<file path="src/rtl/accumulator_processor.sv">
// Bus initiator that fetches operand pairs from a shared memory, adds them and
// writes the sum back, stopping once the memory hands out a zero operand.
module accumulator_processor #(
    parameter int WIDTH = 32,
    parameter int CNT_W = 16
) (
    input  logic             clk,
    input  logic             reset,
    input  logic             start,
    input  logic             grant,
    input  logic             signal,
    input  logic [WIDTH-1:0] read,
    output logic             req,
    output logic [1:0]       op,
    output logic [WIDTH-1:0] write,
    output logic             busy,
    output logic             done,
    output logic [CNT_W-1:0] add_count,
    output logic             overflow,
    output logic [7:0]       state
);

    typedef enum logic [7:0] {
        S_IDLE    = 8'h01,
        S_REQ_A   = 8'h02,
        S_FETCH_A = 8'h04,
        S_REQ_B   = 8'h08,
        S_FETCH_B = 8'h10,
        S_REQ_S   = 8'h20,
        S_SEND    = 8'h40,
        S_DONE    = 8'h80
    } state_t;

    localparam logic [1:0] OP_NOP   = 2'b00;
    localparam logic [1:0] OP_FETCH = 2'b01;
    localparam logic [1:0] OP_SEND  = 2'b10;

    state_t           r_state;
    logic [1:0]       r_op;
    logic             r_req;
    logic [WIDTH-1:0] r_write;
    logic [WIDTH-1:0] r_a;
    logic [CNT_W-1:0] r_cnt;
    logic             r_ovf;
    logic             r_lone;
    logic [WIDTH:0]   w_sum;

    assign w_sum = {1'b0, r_a} + {1'b0, read};

    always_ff @(posedge clk or posedge reset) begin
        if (reset) begin
            r_state <= S_IDLE;
            r_op    <= OP_NOP;
            r_req   <= 1'b0;
            r_write <= '0;
            r_a     <= '0;
            r_cnt   <= '0;
            r_ovf   <= 1'b0;
            r_lone  <= 1'b0;
        end else begin
            case (r_state)
                S_IDLE: begin
                    if (start) r_state <= S_REQ_A;
                end
                // Each request state spends one clock with req low so the arbiter can rotate.
                S_REQ_A, S_REQ_B, S_REQ_S: begin
                    r_op <= OP_NOP;
                    if (!r_req) begin
                        r_req <= 1'b1;
                    end else if (grant) begin
                        if (r_state == S_REQ_A) begin
                            r_op    <= OP_FETCH;
                            r_state <= S_FETCH_A;
                        end else if (r_state == S_REQ_B) begin
                            r_op    <= OP_FETCH;
                            r_state <= S_FETCH_B;
                        end else begin
                            r_op    <= OP_SEND;
                            r_state <= S_SEND;
                        end
                    end
                end
                S_FETCH_A: begin
                    if (signal) begin
                        r_op  <= OP_NOP;
                        r_req <= 1'b0;
                        if (read == '0) begin
                            r_state <= S_DONE;
                        end else begin
                            r_a     <= read;
                            r_state <= S_REQ_B;
                        end
                    end
                end
                S_FETCH_B: begin
                    if (signal) begin
                        r_op    <= OP_NOP;
                        r_req   <= 1'b0;
                        r_state <= S_REQ_S;
                        if (read == '0) begin
                            r_write <= r_a;
                            r_lone  <= 1'b1;
                        end else begin
                            r_write <= w_sum[WIDTH-1:0];
                            r_lone  <= 1'b0;
                            if (w_sum[WIDTH]) r_ovf <= 1'b1;
                        end
                    end
                end
                S_SEND: begin
                    if (signal) begin
                        r_op  <= OP_NOP;
                        r_req <= 1'b0;
                        if (!r_lone) r_cnt <= r_cnt + 1'b1;
                        r_state <= r_lone ? S_DONE : S_REQ_A;
                    end
                end
                S_DONE: begin
                    r_op  <= OP_NOP;
                    r_req <= 1'b0;
                end
                default: begin
                    r_state <= S_IDLE;
                    r_op    <= OP_NOP;
                    r_req   <= 1'b0;
                end
            endcase
        end
    end

    assign req       = r_req;
    assign op        = r_op;
    assign write     = r_write;
    assign add_count = r_cnt;
    assign overflow  = r_ovf;
    assign state     = r_state;
    assign done      = (r_state == S_DONE);
    assign busy      = (r_state != S_IDLE) && (r_state != S_DONE);

endmodule
</file>
<file path="config.mk">
export PLATFORM = sky130hd
export DESIGN_NAME = accumulator_processor
export DESIGN_NICKNAME = d
export VERILOG_FILES = /design/src/rtl/accumulator_processor.sv
export SDC_FILE = /design/constraint.sdc
export NUM_CORES = 1
export LEC_CHECK = 0
export CORE_ASPECT_RATIO = 0.7
export CORE_MARGIN = 1
export CORE_UTILIZATION = 45
export DETAILED_ROUTE_END_ITERATION = 8
export PLACE_DENSITY_LB_ADDON = 0.25
export RECOVER_POWER = 25
export SLEW_MARGIN = 20
export SYNTH_ARGS = -nofsm -noshare
export SYNTH_HDL_FRONTEND = slang
export SYNTH_SLANG_ARGS = --single-unit
export TNS_END_PERCENT = 1
</file>
<file path="constraint.sdc">
create_clock -name clk -period 8.69 [get_ports clk]
set_input_delay 2.607 -clock clk [delete_from_list [all_inputs] [get_ports clk]]
set_output_delay 2.607 -clock clk [all_outputs]
set_load 0.02 [all_outputs]
</file>
Word level (Yosys, flattened, before mapping)
Index checks and enable logic that the tools add are counted.
Storage, ports and cells
  word-level logic and storage cells: 62
  ROM bits: 0
  bits in latches: 0
  register bits: 93
  memories kept: 0
  bits in writable memories: 0
  input port bits: 37
Cells by class
  bitwise logic cells: 4
  order comparisons: 0
  mux-type cells: 21
  multipliers: 0
  reductions and logical operators: 10
  $add $sub $neg: 2
  divide/modulo/power cells: 0
  shifts and indexed selects: 0
  equality and inequality tests: 17
Operators by type and width (number)
  two-way mux 8 bit: 8
  one-hot mux 8 bit (6 select lines): 1
  adder 32 x 32 -> 33 bit: 1
  zero test 32 bit: 1
  two-way mux 32 bit: 1
  adder 16 x 1 -> 16 bit (second input constant): 1
  two-way mux 7 bit: 2
  != test 2 bit (second input constant): 6
  two-way mux 2 bit: 5
  equality test 8 x 1 -> 1 bit (second input constant): 1
  equality test 8 x 2 -> 1 bit (second input constant): 1
  equality test 8 x 3 -> 1 bit (second input constant): 1
  equality test 8 x 4 -> 1 bit (second input constant): 1
  equality test 8 x 5 -> 1 bit (second input constant): 1
  equality test 8 x 6 -> 1 bit (second input constant): 1
  equality test 8 x 7 -> 1 bit (second input constant): 1
  equality test 8 bit (second input constant): 1
  != test 8 x 1 -> 1 bit (second input constant): 1
  != test 8 bit (second input constant): 1
  AND reduction 7 bit: 1
  one-hot mux 2 bit (3 select lines): 1
  AND reduction 3 bit: 2
  OR reduction 3 bit: 2
  NOT 1 bit: 4
  other kinds (6): 8

Depth between registers and ports, before layout
  depth after elaboration: 6
  depth in mapped cells: 10
  gate-level depth less buffers: 10

Worst setup path before layout
No wires, ideal clock.
  path kind: input -> register
  start: input read[0]
  end: register r_write[16] (netlist: write[16])
  slack: 3.951 ns
  arrival: 4.620 ns
  library setup time: 0.119 ns
  buffers on the path: 0
  stages: 10
  cell sequence: ha_1 > fa_1 > a21o_1 > a31o_2 > nand4_2 > a21oi_1 > o211ai_1 > nand3_1 > a311o_1 > o21a_1
On the way
  longest elaborated chain between the ends: 2
  elaborated cells between the ends (all ways): 3
  classes of those cells: add/sub (1); mux (1); reduce/logical (1)
Ends and longest elaborated chain
  from (decl): RTL line 12  | input logic [WIDTH-1:0] read,
  adder 32 x 32 -> 33 bit or zero test 32 bit (tied branches): RTL line 48, 100
  two-way mux 32 bit *: RTL line 100  | if (read == '0) begin
  to (signal assigned): RTL line 101  | r_write <= r_a;
  to (signal assigned): RTL line 104  | r_write <= w_sum[WIDTH-1:0];
  to (decl): RTL line 41  | logic [WIDTH-1:0] r_write;
Mark *: on every way between the ends. The rest lies on a longest branch, timed or not.
A chain may end at the register's enable or synchronous reset.

Worst setup path after layout
  start: register r_state[4] (netlist: state[4])
  end: output busy
On the way
  longest elaborated chain between the ends: 2
  elaborated cells between the ends (all ways): 3
  classes of those cells: eq/ne (2); reduce/logical (1)
Ends and longest elaborated chain
  from (decl): RTL line 38  | state_t r_state;
  from (signal assigned): RTL line 115  | r_state <= r_lone ? S_DONE : S_REQ_A;
  != test 8 x 1 -> 1 bit or != test 8 bit (tied branches): RTL line 138  | assign busy = (r_state != S_IDLE) && (r_state != S_DONE);
  logical AND 1 bit *: RTL line 138
  to (decl): RTL line 16  | output logic busy,
Marks and branches as above.

==> summary.txt <==
Min-delay worst type - reg2reg
Clock share of power - 22.3%
CP startpoint kind - flip-flop
DRT antenna net count - 0
Via count - 5,012
Synthesized area per cell - 9.448 um2
Endpoint type of the worst setup path - output pin
Remaining Overflow, GRT - 0
Fin nets - 770
Flop pwr share - 31.5%
CTS tree - built
Most common cell after layout, fill and taps aside - dfrtp_1
Ant. Diodes - 0
Vias in the first global route - 4,964
Initial Utilization - 46.09%
Number of synthesized flops with an enable pin - 0
Yosys reg bits - 93
Routed len/inst - 18.33 um
Largest net degree at the start of global routing - 52
IO buf count - 98
Residual DRC - 0
Post-CTS Setup Bufs - 0
Status - finished, violations left
Primary FF master, synth - dfrtp_1
Cts hold-fix bufs - 0
Critical Path RT - 6080 ps
Slew HR - -37.40%
CTS max path bufs - 2
Tcrit/Tclk final - 59.81%
Number of buffers created by CTS - 9
CORE AREA - 12,420 um2
Setup ws final - 3493 ps
Highest clock rate - 192.4 MHz
Seq/Total Area, Yosys - 40.67%
Global-route wire length before repair - 25.86 mm
Share of total power in combinational logic - 46.2%
Pwr/cell area - 262.4 nW/um2
R2R depth - 10
Wirelength, routed - 15.87 mm
Mapped Area - 5725 um2
Max Cap Violations - 1
Path type of the worst setup path - reg2out
Final setup vio count - 0
Worst-Skew Late Latency - 350 ps
Hold Crit Depth - 2
Critical path fanouts, max - 8
Post-CTS resize count - 0
Peak VDD IR - 0.1572 mV
Row Count - 34
Synthesis Warnings - 0
Total GRT Usage - 25.80%
Yosys cell types - 64
Final Hold Vio Count - 0
Internal cell power - 1.115 mW
CTS H-tree lvls - 3
Placer Congestion - 0.9455
Clk slew on worst S/H paths - 70 ps
Share of layout cells above drive strength 1 - 6.960%
RSZ-0062 raised after global routing - no
Area added between synthesis and finish - 25.15%
Lkg Pwr - 3.245 nW
Drt pass-1 iters - 5
I/O pins - 99
Measured slew at the worst slew-check pin - 2050 ps
Initial antenna violation count - 0
Min Tclk post-route - 5197 ps
Failing checks - max-capacitance violations, max-slew violations
Post-DP HPWL - 11.94 mm
Syn_nets - 677
1st-iter DRT viols - 296
Net Sw Frac - 40.71%
Clock Skew - 5.624 ps
Switch Pwr - 765.5 uW
Pwr Total - 1.880 mW
Post-synthesis cell count - 606
Fraction of registers with async set/reset - 100.0%
Max Slew Vio Count - 44
Via density - 5.788
Hold_ws - 467.8 ps
Clock root buffer - clkbuf_16
CTS sink count - 93
Die area - 13,190 um2
DIE HEIGHT - 96.38 um
Commonest cells after routing, fill and taps aside - 92 x dfrtp_1, 84 x clkdlybuf4s50_1, 77 x nand2_1
CP Data Arrival Time - 2590 ps
Pre-CTS setup slack - 3180 ps
Fin Setup TNS - 0 ps
Width of the die - 136.8 um
path summary, 6_finish.rpt:
check | slack, ps | start | to
max in group asynchronous | 4030 | reset | write[19]$_DFFE_PP0P_
min in group asynchronous | 3250 | reset | write[4]$_DFFE_PP0P_
hold reg to reg | 470 | write[7]$_DFFE_PP0P_ | write[7]$_DFFE_PP0P_
setup reg to reg | 5870 | r_a[0]$_DFFE_PP0P_ | write[26]$_DFFE_PP0P_
hold / removal | 470 | write[7]$_DFFE_PP0P_ | write[7]$_DFFE_PP0P_
setup / recovery | 3490 | state[4]$_DFFE_PP0P_ | busy
registers in the layout (all words and copies together), names as in the netlist:
signal / count
req: 1
op: 2
add_count: 16
state: 8
write: 32
r_lone: 1
overflow: 1
r_a: 32
routing by layer:
metal | vias to the layer above | routed length, um | GRT usage [%]
met5 | - | 0 | 0
met4 | 0 | 187 | 5.861
met3 | 20 | 1115 | 6.468
met2 | 167 | 6765 | 38.62
met1 | 2436 | 7801 | 37.43
li1 | 2389 | - | -
cell usage after synthesis (4+ instances only):
cell	instances	area share [%]
dfrtp_1	92	40
xnor2_1	35	5.4
mux2_1	29	5.7
inv_1	15	0.98
mux2i_1	4	0.70
ha_1	33	7.2
o21ai_1	14	1.2
nor4_1	10	1.1
mux2_2	7	1.4
a22oi_1	7	0.92
clkbuf_1	15	0.98
or3_1	7	0.76
o21bai_1	6	0.79
and3_1	4	0.44
buf_2	4	0.35
nor3_1	5	0.44
a31oi_1	4	0.44
o21a_1	4	0.52
nand4_1	11	1.2
a21oi_1	66	5.8
nor2_1	36	2.4
o211ai_1	5	0.66
xor2_1	6	0.92
a21o_1	9	1.2
nand3_1	13	1.1
o21ai_0	35	3.1
a211oi_1	4	0.52
nand2_1	77	5.0
stage by stage:
stage / area [um2] / cells / utilization (%)
global route: 7166 / 866 / 57.69
CTS: 7177 / 866 / 57.78
floorplan: 5725 / 606 / -
finish: 7166 / 866 / 57.69
detailed placement: 6864 / 850 / 55.26
global placement: 6864 / 850 / 55.26
worst max-delay path: stages (launching register included):
cell and delay [ps]:
dfrtp_1 510, nor2_1 230, nand2_1 110, or3_1 360, or3_1 380, inv_1 80
nor2_1 40, clkdlybuf4s50_1 530
power groups by stage:
stage	registers (mW)	clock network [mW]	logic [mW]
after floorplan	0.597	0	0.608
after global placement	0.595	0	0.852
after detailed placement	0.599	0	0.855
after CTS	0.591	0.429	0.862
after global routing	0.603	0.447	0.965
final	0.592	0.420	0.868
kinds of logic after synthesis:
logic type	after synthesis	share of synthesized area (%)
compound gates	174	18.40
xor+xnor	41	6.272
fa+ha+maj	34	7.561
buf+inv	37	2.513
flops	93	40.67
mux	40	7.780
simple gates	187	16.81
cell type report:
class                   instances  area [um2]
multi-input cells             476        3242
clock inverters                 7       87.58
well taps                     162       202.7
flip-flops and latches         93        2328
fillers                      1088        5256
repair buffers                103        1018
inverters                      16       61.31
clock buffers                   9       225.2
Note: power is estimated with default switching activity, not from simulation.
